$ cat src/rtl/tick_counter_pkg.sv
// Shared mode codes and FSM state encoding for the tick counter.
package tick_counter_pkg;

    localparam logic [1:0] MODE_WRAP    = 2'b00;
    localparam logic [1:0] MODE_SAT     = 2'b01;
    localparam logic [1:0] MODE_ONESHOT = 2'b10;
    localparam logic [1:0] MODE_HOLD    = 2'b11;

    typedef enum logic [1:0] {
        ST_IDLE = 2'b00,
        ST_RUN  = 2'b01,
        ST_STOP = 2'b10
    } state_e;

endpackage

$ cat src/rtl/tick_counter_rise_detect.sv
// Single-cycle rising-edge detector for a strobe already in the clk domain.
module tick_counter_rise_detect (
    input  logic clk,
    input  logic reset,
    input  logic sig_i,
    output logic rise_o
);

    logic sig_q;

    always_ff @(posedge clk) begin
        if (reset) begin
            sig_q <= 1'b0;
        end else begin
            sig_q <= sig_i;
        end
    end

    assign rise_o = sig_i & ~sig_q;

endmodule

$ cat src/rtl/tick_counter.sv
// Up/down event counter with programmable limit, mode-dependent terminal handling
// and a per-reference-period snapshot of the running count.
module tick_counter
    import tick_counter_pkg::*;
#(
    parameter int                  CNT_WIDTH = 8,
    parameter logic [CNT_WIDTH-1:0] RST_LIMIT = 8'hFF
) (
    input  logic                 clk,
    input  logic                 reset,
    input  logic                 inc_clk,
    input  logic                 ref_clk,
    input  logic                 enable,
    input  logic                 up_down,
    input  logic [1:0]           mode,
    input  logic                 load,
    input  logic [CNT_WIDTH-1:0] load_val,
    input  logic [CNT_WIDTH-1:0] limit_in,
    output logic [CNT_WIDTH-1:0] count,
    output logic [CNT_WIDTH-1:0] snapshot,
    output logic                 snap_valid,
    output logic                 wrap,
    output logic                 overflow,
    output logic                 done
);

    logic inc_rise;
    logic ref_rise;

    tick_counter_rise_detect u_inc_rise (
        .clk    (clk),
        .reset  (reset),
        .sig_i  (inc_clk),
        .rise_o (inc_rise)
    );

    tick_counter_rise_detect u_ref_rise (
        .clk    (clk),
        .reset  (reset),
        .sig_i  (ref_clk),
        .rise_o (ref_rise)
    );

    state_e               state_q;
    logic [CNT_WIDTH-1:0] count_q;
    logic [CNT_WIDTH-1:0] limit_q;
    logic [CNT_WIDTH-1:0] snapshot_q;
    logic                 snap_valid_q;
    logic                 wrap_q;
    logic                 overflow_q;
    logic                 done_q;

    logic [CNT_WIDTH-1:0] up_d;
    logic [CNT_WIDTH-1:0] dn_d;
    logic                 at_top;
    logic                 at_bot;

    // Up terminal uses >= so a preset above the limit still counts as terminal.
    always_comb begin
        up_d   = count_q + 1'b1;
        dn_d   = count_q - 1'b1;
        at_top = (count_q >= limit_q);
        at_bot = (count_q == '0);
    end

    always_ff @(posedge clk) begin
        if (reset) begin
            state_q      <= ST_IDLE;
            count_q      <= '0;
            limit_q      <= RST_LIMIT;
            snapshot_q   <= '0;
            snap_valid_q <= 1'b0;
            wrap_q       <= 1'b0;
            overflow_q   <= 1'b0;
            done_q       <= 1'b0;
        end else begin
            snap_valid_q <= ref_rise;
            wrap_q       <= 1'b0;
            if (ref_rise) begin
                snapshot_q <= count_q;
            end

            if (load) begin
                count_q    <= load_val;
                limit_q    <= limit_in;
                overflow_q <= 1'b0;
                done_q     <= 1'b0;
                state_q    <= enable ? ST_RUN : ST_IDLE;
            end else begin
                case (state_q)
                    ST_IDLE: begin
                        if (enable) state_q <= ST_RUN;
                    end
                    ST_RUN: begin
                        if (!enable) begin
                            state_q <= ST_IDLE;
                        end else if (inc_rise) begin
                            case (mode)
                                MODE_WRAP: begin
                                    if (up_down) begin
                                        count_q <= at_top ? '0 : up_d;
                                        wrap_q  <= at_top;
                                    end else begin
                                        count_q <= at_bot ? limit_q : dn_d;
                                        wrap_q  <= at_bot;
                                    end
                                end
                                MODE_SAT: begin
                                    if (up_down ? at_top : at_bot) begin
                                        overflow_q <= 1'b1;
                                    end else begin
                                        count_q <= up_down ? up_d : dn_d;
                                    end
                                end
                                MODE_ONESHOT: begin
                                    if (up_down ? at_top : at_bot) begin
                                        state_q <= ST_STOP;
                                        done_q  <= 1'b1;
                                    end else begin
                                        count_q <= up_down ? up_d : dn_d;
                                        if (up_down ? (up_d == limit_q) : (dn_d == '0)) begin
                                            state_q <= ST_STOP;
                                            done_q  <= 1'b1;
                                        end
                                    end
                                end
                                default: ;
                            endcase
                        end
                    end
                    ST_STOP: begin
                        if (!enable) begin
                            state_q <= ST_IDLE;
                            done_q  <= 1'b0;
                        end
                    end
                    default: state_q <= ST_IDLE;
                endcase
            end
        end
    end

    assign count      = count_q;
    assign snapshot   = snapshot_q;
    assign snap_valid = snap_valid_q;
    assign wrap       = wrap_q;
    assign overflow   = overflow_q;
    assign done       = done_q;

endmodule

$ cat config.mk
export PLATFORM = sky130hd
export DESIGN_NAME = tick_counter
export DESIGN_NICKNAME = d
export VERILOG_FILES = /design/src/rtl/tick_counter_pkg.sv /design/src/rtl/tick_counter_rise_detect.sv /design/src/rtl/tick_counter.sv
export SDC_FILE = /design/constraint.sdc
export NUM_CORES = 1
export LEC_CHECK = 0
export ABC_AREA = 0
export BUFFER_PORTS_ARGS = -buffer_cell sky130_fd_sc_hd__buf_2
export CORE_MARGIN = 4
export CORE_UTILIZATION = 29
export CTS_BUF_LIST = sky130_fd_sc_hd__clkbuf_8
export DETAILED_ROUTE_END_ITERATION = 10
export HOLD_SLACK_MARGIN = 0.15
export MAX_ROUTING_LAYER = met4
export PLACE_DENSITY = 0.47
export SLEW_MARGIN = 40
export SYNTH_ARGS = -nofsm -noshare
export SYNTH_HDL_FRONTEND = slang
export SYNTH_HIERARCHICAL = 1
export SYNTH_SLANG_ARGS = --single-unit
$ cat constraint.sdc
create_clock -name clk -period 6 [get_ports clk]
set_input_delay 0.3 -clock clk [delete_from_list [all_inputs] [get_ports clk]]
set_output_delay 0.3 -clock clk [all_outputs]
set_load 0.01 [all_outputs]
==> results of run 1 <==
## worst max path at each step
stage                     depth (start not counted)               endpoint
after floorplan                                   9  count[0]$_SDFFE_PP0P_
after global placement                            8  count[1]$_SDFFE_PP0P_
after detailed placement                          8  count[1]$_SDFFE_PP0P_
after CTS                                         8  count[1]$_SDFFE_PP0P_
after global routing                              8  count[1]$_SDFFE_PP0P_
final                                             8  count[1]$_SDFFE_PP0P_
## cells in the mapped netlist, types with 3 or more instances
cell      number
dfxtp_1       32
nor2_1        27
nand2_1       23
inv_1         17
ha_1          15
mux2i_1       13
o211ai_1      11
a21oi_1       10
o21ai_0       10
xnor2_1        9
clkbuf_1       8
nand3_1        8
nor3_1         5
xor2_1         5
a221oi_1       4
buf_2          4
nor2b_1        4
nor2b_4        4
or3_1          4
buf_6          3
nor4_1         3
o22ai_1        3
o41ai_1        3
## cell usage in the layout (no fill, tap or decap), types with 3 or more instances in the layout
cell type  count
buf_2         44
dfxtp_1       32
nor2_1        27
nand2_1       23
inv_1         19
ha_1          15
mux2i_1       13
o211ai_1      11
o21ai_0       10
a21oi_1       10
xnor2_1        9
nand3_1        8
clkbuf_8       6
xor2_1         5
nor3_1         5
or3_1          4
nor2b_1        4
a221oi_1       4
nor2b_4        4
nor4_1         3
o22ai_1        3
o41ai_1        3
## cells by family (layout without fill, tap and decap cells)
family,count (synthesis),in the layout,synth area share
buf+inv,35,69,0.0693
compound gates,66,66,0.217
mux,13,13,0.0554
flops,32,32,0.273
xor+xnor,14,14,0.0522
simple gates,103,103,0.254
fa+ha+maj,15,15,0.0799
## per-layer routing
| metal | wire [um] | GRT usage | part of all wire | vias to the layer above |
|---|---|---|---|---|
| met5 | 0 | - | 0 | - |
| met4 | 53 | 0.0373 | 0.0074 | 0 |
| met3 | 333 | 0.0271 | 0.047 | 4 |
| met2 | 3310 | 0.242 | 0.46 | 57 |
| met1 | 3450 | 0.208 | 0.48 | 1036 |
| li1 | - | - | - | 1082 |
## state kept, by name, indices dropped and copies added (netlist names)
| signal | flops |
|---|---|
| snap_valid | 1 |
| u_inc_rise/sig_q | 1 |
| limit_q | 8 |
| count | 8 |
| overflow | 1 |
| done | 1 |
| wrap | 1 |
| state_q | 2 |
| u_ref_rise/sig_q | 1 |
| snapshot | 8 |
## per-stage QoR
step / area (um2) / util / std cells / power [mW]
5_1_grt: 2690 / 0.344 / 414 / 0.636
4_1_cts: 2690 / 0.344 / 414 / 0.606
2_1_floorplan: 2350 / - / 278 / 0.379
3_5_place_dp: 2600 / 0.333 / 406 / 0.428
6_report: 2690 / 0.344 / 414 / 0.599
3_3_place_gp: 2600 / 0.333 / 406 / 0.428
## report_power, final
part	total [mW]	internal (mW)	switching (mW)
logic	0.167	0.0744	0.0931
clock network	0.176	0.0902	0.0855
registers	0.256	0.225	0.0310
total	0.599	0.390	0.210
## cell type report
type / instances / area, um2 / share of cell area
clock buffers: 6 / 82.6 / 0.0307
clock inverters: 2 / 7.51 / 0.00279
inverters: 17 / 63.8 / 0.0237
multi-input cells: 211 / 1550 / 0.575
flip-flops and latches: 32 / 641 / 0.238
well taps: 102 / 128 / 0.0475
repair buffers: 44 / 220 / 0.0819
## worst min-delay path: stages
cell and delay, ns:
buf_2 0.07, nand2_1 0.04, o211ai_1 0.06
==> summary.txt, run 1 <==
Detailed routing
  – DR pass1 iterations: 4
  – Detailed-route via count: 2179
  – Post-route ant nets: 0
  – Drt total wl: 7150 um
  – DR iter-0 viols: 101
  – DR DRC count: 0
  – Routed vias/inst: 5.26
  – Wirelength per Cell: 17.3 um

Global routing
  – First-pass GRT wire length: 11700 um
  – Total grt overflow: 0
  – GR Util All Layers: 0.155
  – Initial antenna violation count: 0
  – Largest net degree at the start of global routing: 29
  – Vias in the first global route: 2184

Clock tree
  – CTS clock-pin slew for the worst setup and hold paths: 0.07 ns
  – Hold buffers post-CTS: 0
  – CTS Buf Count: 5
  – Clock Path Buffers: 2
  – Resized cells post-CTS: 0
  – Sink Count: 32
  – Post-CTS Setup Inserts: 0
  – Clock latency at the later pin of the worst-skew pair: ~0.29 ns
  – CTS tree: done
  – Clock Tree Root: clkbuf_8
  – H-Tree Depth: 2

Floorplan
  – Rows: 32
  – Die Height: 98.0 um
  – CORE AREA: 7810 um2
  – Num ports: 45
  – Initial core utilization: 0.301
  – Chip width: roughly 98 um
  – Die area: 9600 um2

Min path
  – Hold Path Depth: 3
  – Min-Delay Endpoint: limit_q[7]$_SDFFE_PP1P_
  – Hold WC Path Type: input pin to flop
  – HP Start: limit_in[7]

STA
  – Hold Vio Cnt, Final: 0
  – RSZ-0062 raised after global routing: false
  – Setup_tns: 0 ns
  – WHS: roughly 0.22 ns
  – Slew Limit Headroom: 0.529
  – Setup Skew: 0.00561 ns
  – Post-route setup slack: roughly 3.1 ns
  – Max Fclk: 340 MHz
  – Final Slew Violations: 0
  – Tcrit/Tclk final: 0.490
  – Fin crit period: 2.94 ns
  – Slew @ Worst Pin: roughly 0.71 ns
  – Final setup viols: 0

Critical path
  – Worst r2r src: count[0]$_SDFFE_PP0P_
  – Max incr delay on CP: around 0.60 ns
  – CP max stage cell: dfxtp_1
  – Critical path class: flop to flop
  – Worst Path Max Fanout: 12
  – Top delay family on crit path: compound AO/OA/AOI/OAI gates
  – Critical Path Start: count[0]$_SDFFE_PP0P_
  – Crit path capture type: flop
  – Worst path cell trace: inv_1 -> ha_1 -> nand2b_1 -> a2111oi_2 -> o211ai_1 -> a21oi_1 -> a21oi_1 -> a221oi_1
  – Reg2Reg Depth: 8
  – WP data arrival: ~3.1 ns
  – Critical Path Source Type: flop
  – Cell mode on critical path: a21oi_1
  – Setup slack, reg-to-reg: 3.06 ns
  – Worst path bufs/invs: 1
  – Reg2reg end: count[1]$_SDFFE_PP0P_
  – Critical Path RT: 6.20 ns

Outcome
  – Run status: finished, final reports clean

Place
  – Pre-CTS setup slack: 3.08 ns
  – DP HPWL: 5250 um
  – Placer congestion estimate: approximately 0.86
  – IO buf count: 44

Synthesis
  – Share of the synthesized area in the top cell type: 0.273
  – EDFF count, synth: 0
  – Syn Area/Cell: between 8 and 9 um2
  – Distinct cell type count of the synthesized netlist: 64
  – Cell area after synthesis: 2350 um2
  – Synth Register Bits: 32
  – Top FF cell, synth: dfxtp_1
  – Post-synthesis cell count: about 280
  – Yosys warnings: 6
  – Seq/Total Area, Yosys: 0.273
  – Fraction of registers with async set/reset: 0
  – Ranking of synthesized cells by area: dfxtp_1 27%, ha_1 8.0%, mux2i_1 5.5%, nor2_1 4.3%, nand2_1 3.7%
  – Syn_nets: roughly 320
  – Top cell type by total area after synthesis: dfxtp_1

Cells and area
  – Area growth syn-to-layout: 14.4%
  – Final #Nets: 351
  – Layout cells sized above 1: 0.224
  – Antenna Diode Count: 0
  – Fillers: roughly 870

Power
  – P_leak: 1.19 nW
  – Cell Pwr Density: 223 nW/um2
  – VDD IR max: 0.0962 mV

Job
  – Max Cap Violations: 0
Power figures use the tool's default switching activity.
==> run 2: changes to the inputs <==
==> constraint.sdc (replaced) <==
create_clock -name clk -period 2.95 [get_ports clk]
set_input_delay 0.1475 -clock clk [delete_from_list [all_inputs] [get_ports clk]]
set_output_delay 0.1475 -clock clk [all_outputs]
set_load 0.01 [all_outputs]
==> summary.txt, run 2 (synthesized netlist as in run 1, its figures left out) <==
Power
  – Pwr Total: roughly 1.3 mW
  – Cell Pwr Density: about 440 nW/um2
  – Net Sw Frac: 0.351
  – VDD IR max: roughly 0.17 mV
  – Sequential cell fraction of total power: 0.396
  – P_leak: between 1 and 1.5 nW
  – Total internal power: 0.820 mW
  – NetSw: 0.444 mW
  – Comb pwr share: 0.305
  – Clock Power Share: 0.299

Floorplan
  – Chip width: 98.0 um
  – Die Height: about 100 um
  – Initial core utilization: 0.301
  – Num ports: 45
  – CORE AREA: between 7000 and 8000 um2
  – Rows: 32
  – Die area: approximately 9600 um2

Detailed routing
  – DR DRC count: 0
  – Wirelength per Cell: between 15 and 20 um
  – DR iter-0 viols: 120
  – Routed vias/inst: 5.20
  – Drt total wl: between 7000 and 8000 um
  – Detailed-route via count: 2258
  – DR pass1 iterations: 4
  – Post-route ant nets: 0

Critical path
  – WP data arrival: 2.85 ns
  – Critical path class: flop to flop
  – Setup slack, reg-to-reg: 0.27 ns
  – Critical Path Start: count[0]$_SDFFE_PP0P_
  – Worst r2r src: count[0]$_SDFFE_PP0P_
  – Max incr delay on CP: 0.44 ns
  – Reg2Reg Depth: 7
  – Crit path capture type: flop
  – Critical Path Source Type: flop
  – Worst Path Max Fanout: 16
  – CP max stage cell: o41ai_1
  – Worst path cell trace: inv_1 -> ha_1 -> nand2b_1 -> a2111oi_2 -> o211ai_1 -> a32o_2 -> o41ai_1
  – Reg2reg end: count[3]$_SDFFE_PP0P_
  – Critical Path RT: 3.12 ns

STA
  – Slew Limit Headroom: 0.602
  – Tcrit/Tclk final: 0.908
  – Final Slew Violations: 0
  – Max Fclk: 373 MHz
  – WHS: 0.163 ns
  – RSZ-0062 raised after global routing: false
  – Setup Skew: 0.00823 ns
  – Fin crit period: 2.68 ns
  – Final setup viols: 0
  – Slew @ Worst Pin: 0.596 ns
  – Hold Vio Cnt, Final: 0
  – Setup_tns: 0 ns

Clock tree
  – Sink Count: 32
  – Clock Tree Root: clkbuf_8
  – CTS tree: done
  – Post-CTS Setup Inserts: 0
  – CTS Buf Count: 5
  – CTS clock-pin slew for the worst setup and hold paths: 0.08 ns
  – Resized cells post-CTS: 0
  – Clock latency at the later pin of the worst-skew pair: roughly 0.29 ns
  – H-Tree Depth: 2
  – Hold buffers post-CTS: 12
  – Clock Path Buffers: 2

Min path
  – HP Start: load_val[3]
  – Min-Delay Endpoint: count[3]$_SDFFE_PP0P_
  – Hold Path Depth: 3
  – Hold WC Path Type: input pin to flop

Global routing
  – First-pass GRT wire length: 11800 um
  – Initial antenna violation count: 0
  – Largest net degree at the start of global routing: 29
  – Vias in the first global route: 2280
  – GR Util All Layers: 0.156
  – Total grt overflow: 0

Place
  – DP HPWL: about 5500 um
  – Placer congestion estimate: between 0.9 and 1
  – IO buf count: between 40 and 50
  – Placed insts: 414

Cells and area
  – Final #Nets: 371
  – Utilization after layout: 0.368
  – Antenna Diode Count: 0
  – Layout cells sized above 1: 0.241
  – Most common cell after layout, fill and taps aside: buf_2
  – Most frequent cells in the layout: 44 x buf_2, 32 x dfxtp_1, 27 x nor2_1
  – Area growth syn-to-layout: 22.4%
  – Final Non-Filler Cells: 434

Job
  – Max Cap Violations: 0

Outcome
  – Run status: finished, final reports clean
==> run 2: layout make-up <==
cell class              instances  area [um2]
multi-input cells             211        1550
flip-flops and latches         32         641
inverters                      17        63.8
repair buffers                 64         400
fillers                       845        4930
well taps                     102         128
clock inverters                 2        15.0
clock buffers                   6        82.6
==> run 2: how the worst max path moves through the flow <==
| stage | endpoint | slack (ns) | cells past startpoint |
|---|---|---|---|
| final | count[3]$_SDFFE_PP0P_ | 0.27 | 7 |
| after global routing | count[4]$_SDFFE_PP0P_ | 0.05 | 8 |
| after CTS | count[3]$_SDFFE_PP0P_ | 0.25 | 7 |
| after detailed placement | count[7]$_SDFFE_PP0P_ | 0.28 | 8 |
| after global placement | count[3]$_SDFFE_PP0P_ | 0.23 | 7 |
| after floorplan | count[0]$_SDFFE_PP0P_ | 0.44 | 9 |
==> run 2: worst max-delay path: cells and delay by family, from the launching register on <==
family                   cells  cell delay [ns]
flip-flops                   1             0.42
AND/OR/NAND/NOR              1             0.17
AO/OA/AOI/OAI                4             1.53
buffers and inverters        1             0.11
adder cells (fa/ha/maj)      1             0.33
==> run 2: per-layer routing <==
metal  GRT usage  vias to the layer above  share of wire  routed length (um)
li1            -                     1126              -                   -
met1       0.199                     1072           0.49                3530
met2       0.239                       49           0.45                3260
met3      0.0393                       11          0.046                 334
met4      0.0564                        0          0.020                 143
met5           -                        -              0                   0
==> run 2: metrics by stage <==
step           setup slack, ns  area, um2
4_1_cts                  0.245       2880
3_3_place_gp             0.228       2660
5_1_grt                 0.0451       2880
3_5_place_dp             0.277       2660
2_1_floorplan            0.441       2350
6_report                 0.272       2880
==> run 2: power groups by stage <==
stage	sequential, mW	combinational, mW	clock [mW]
6_report	0.500	0.386	0.378
5_1_grt	0.505	0.426	0.407
4_1_cts	0.500	0.386	0.389
3_5_place_dp	0.509	0.372	0
3_3_place_gp	0.509	0.375	0
2_1_floorplan	0.498	0.273	0
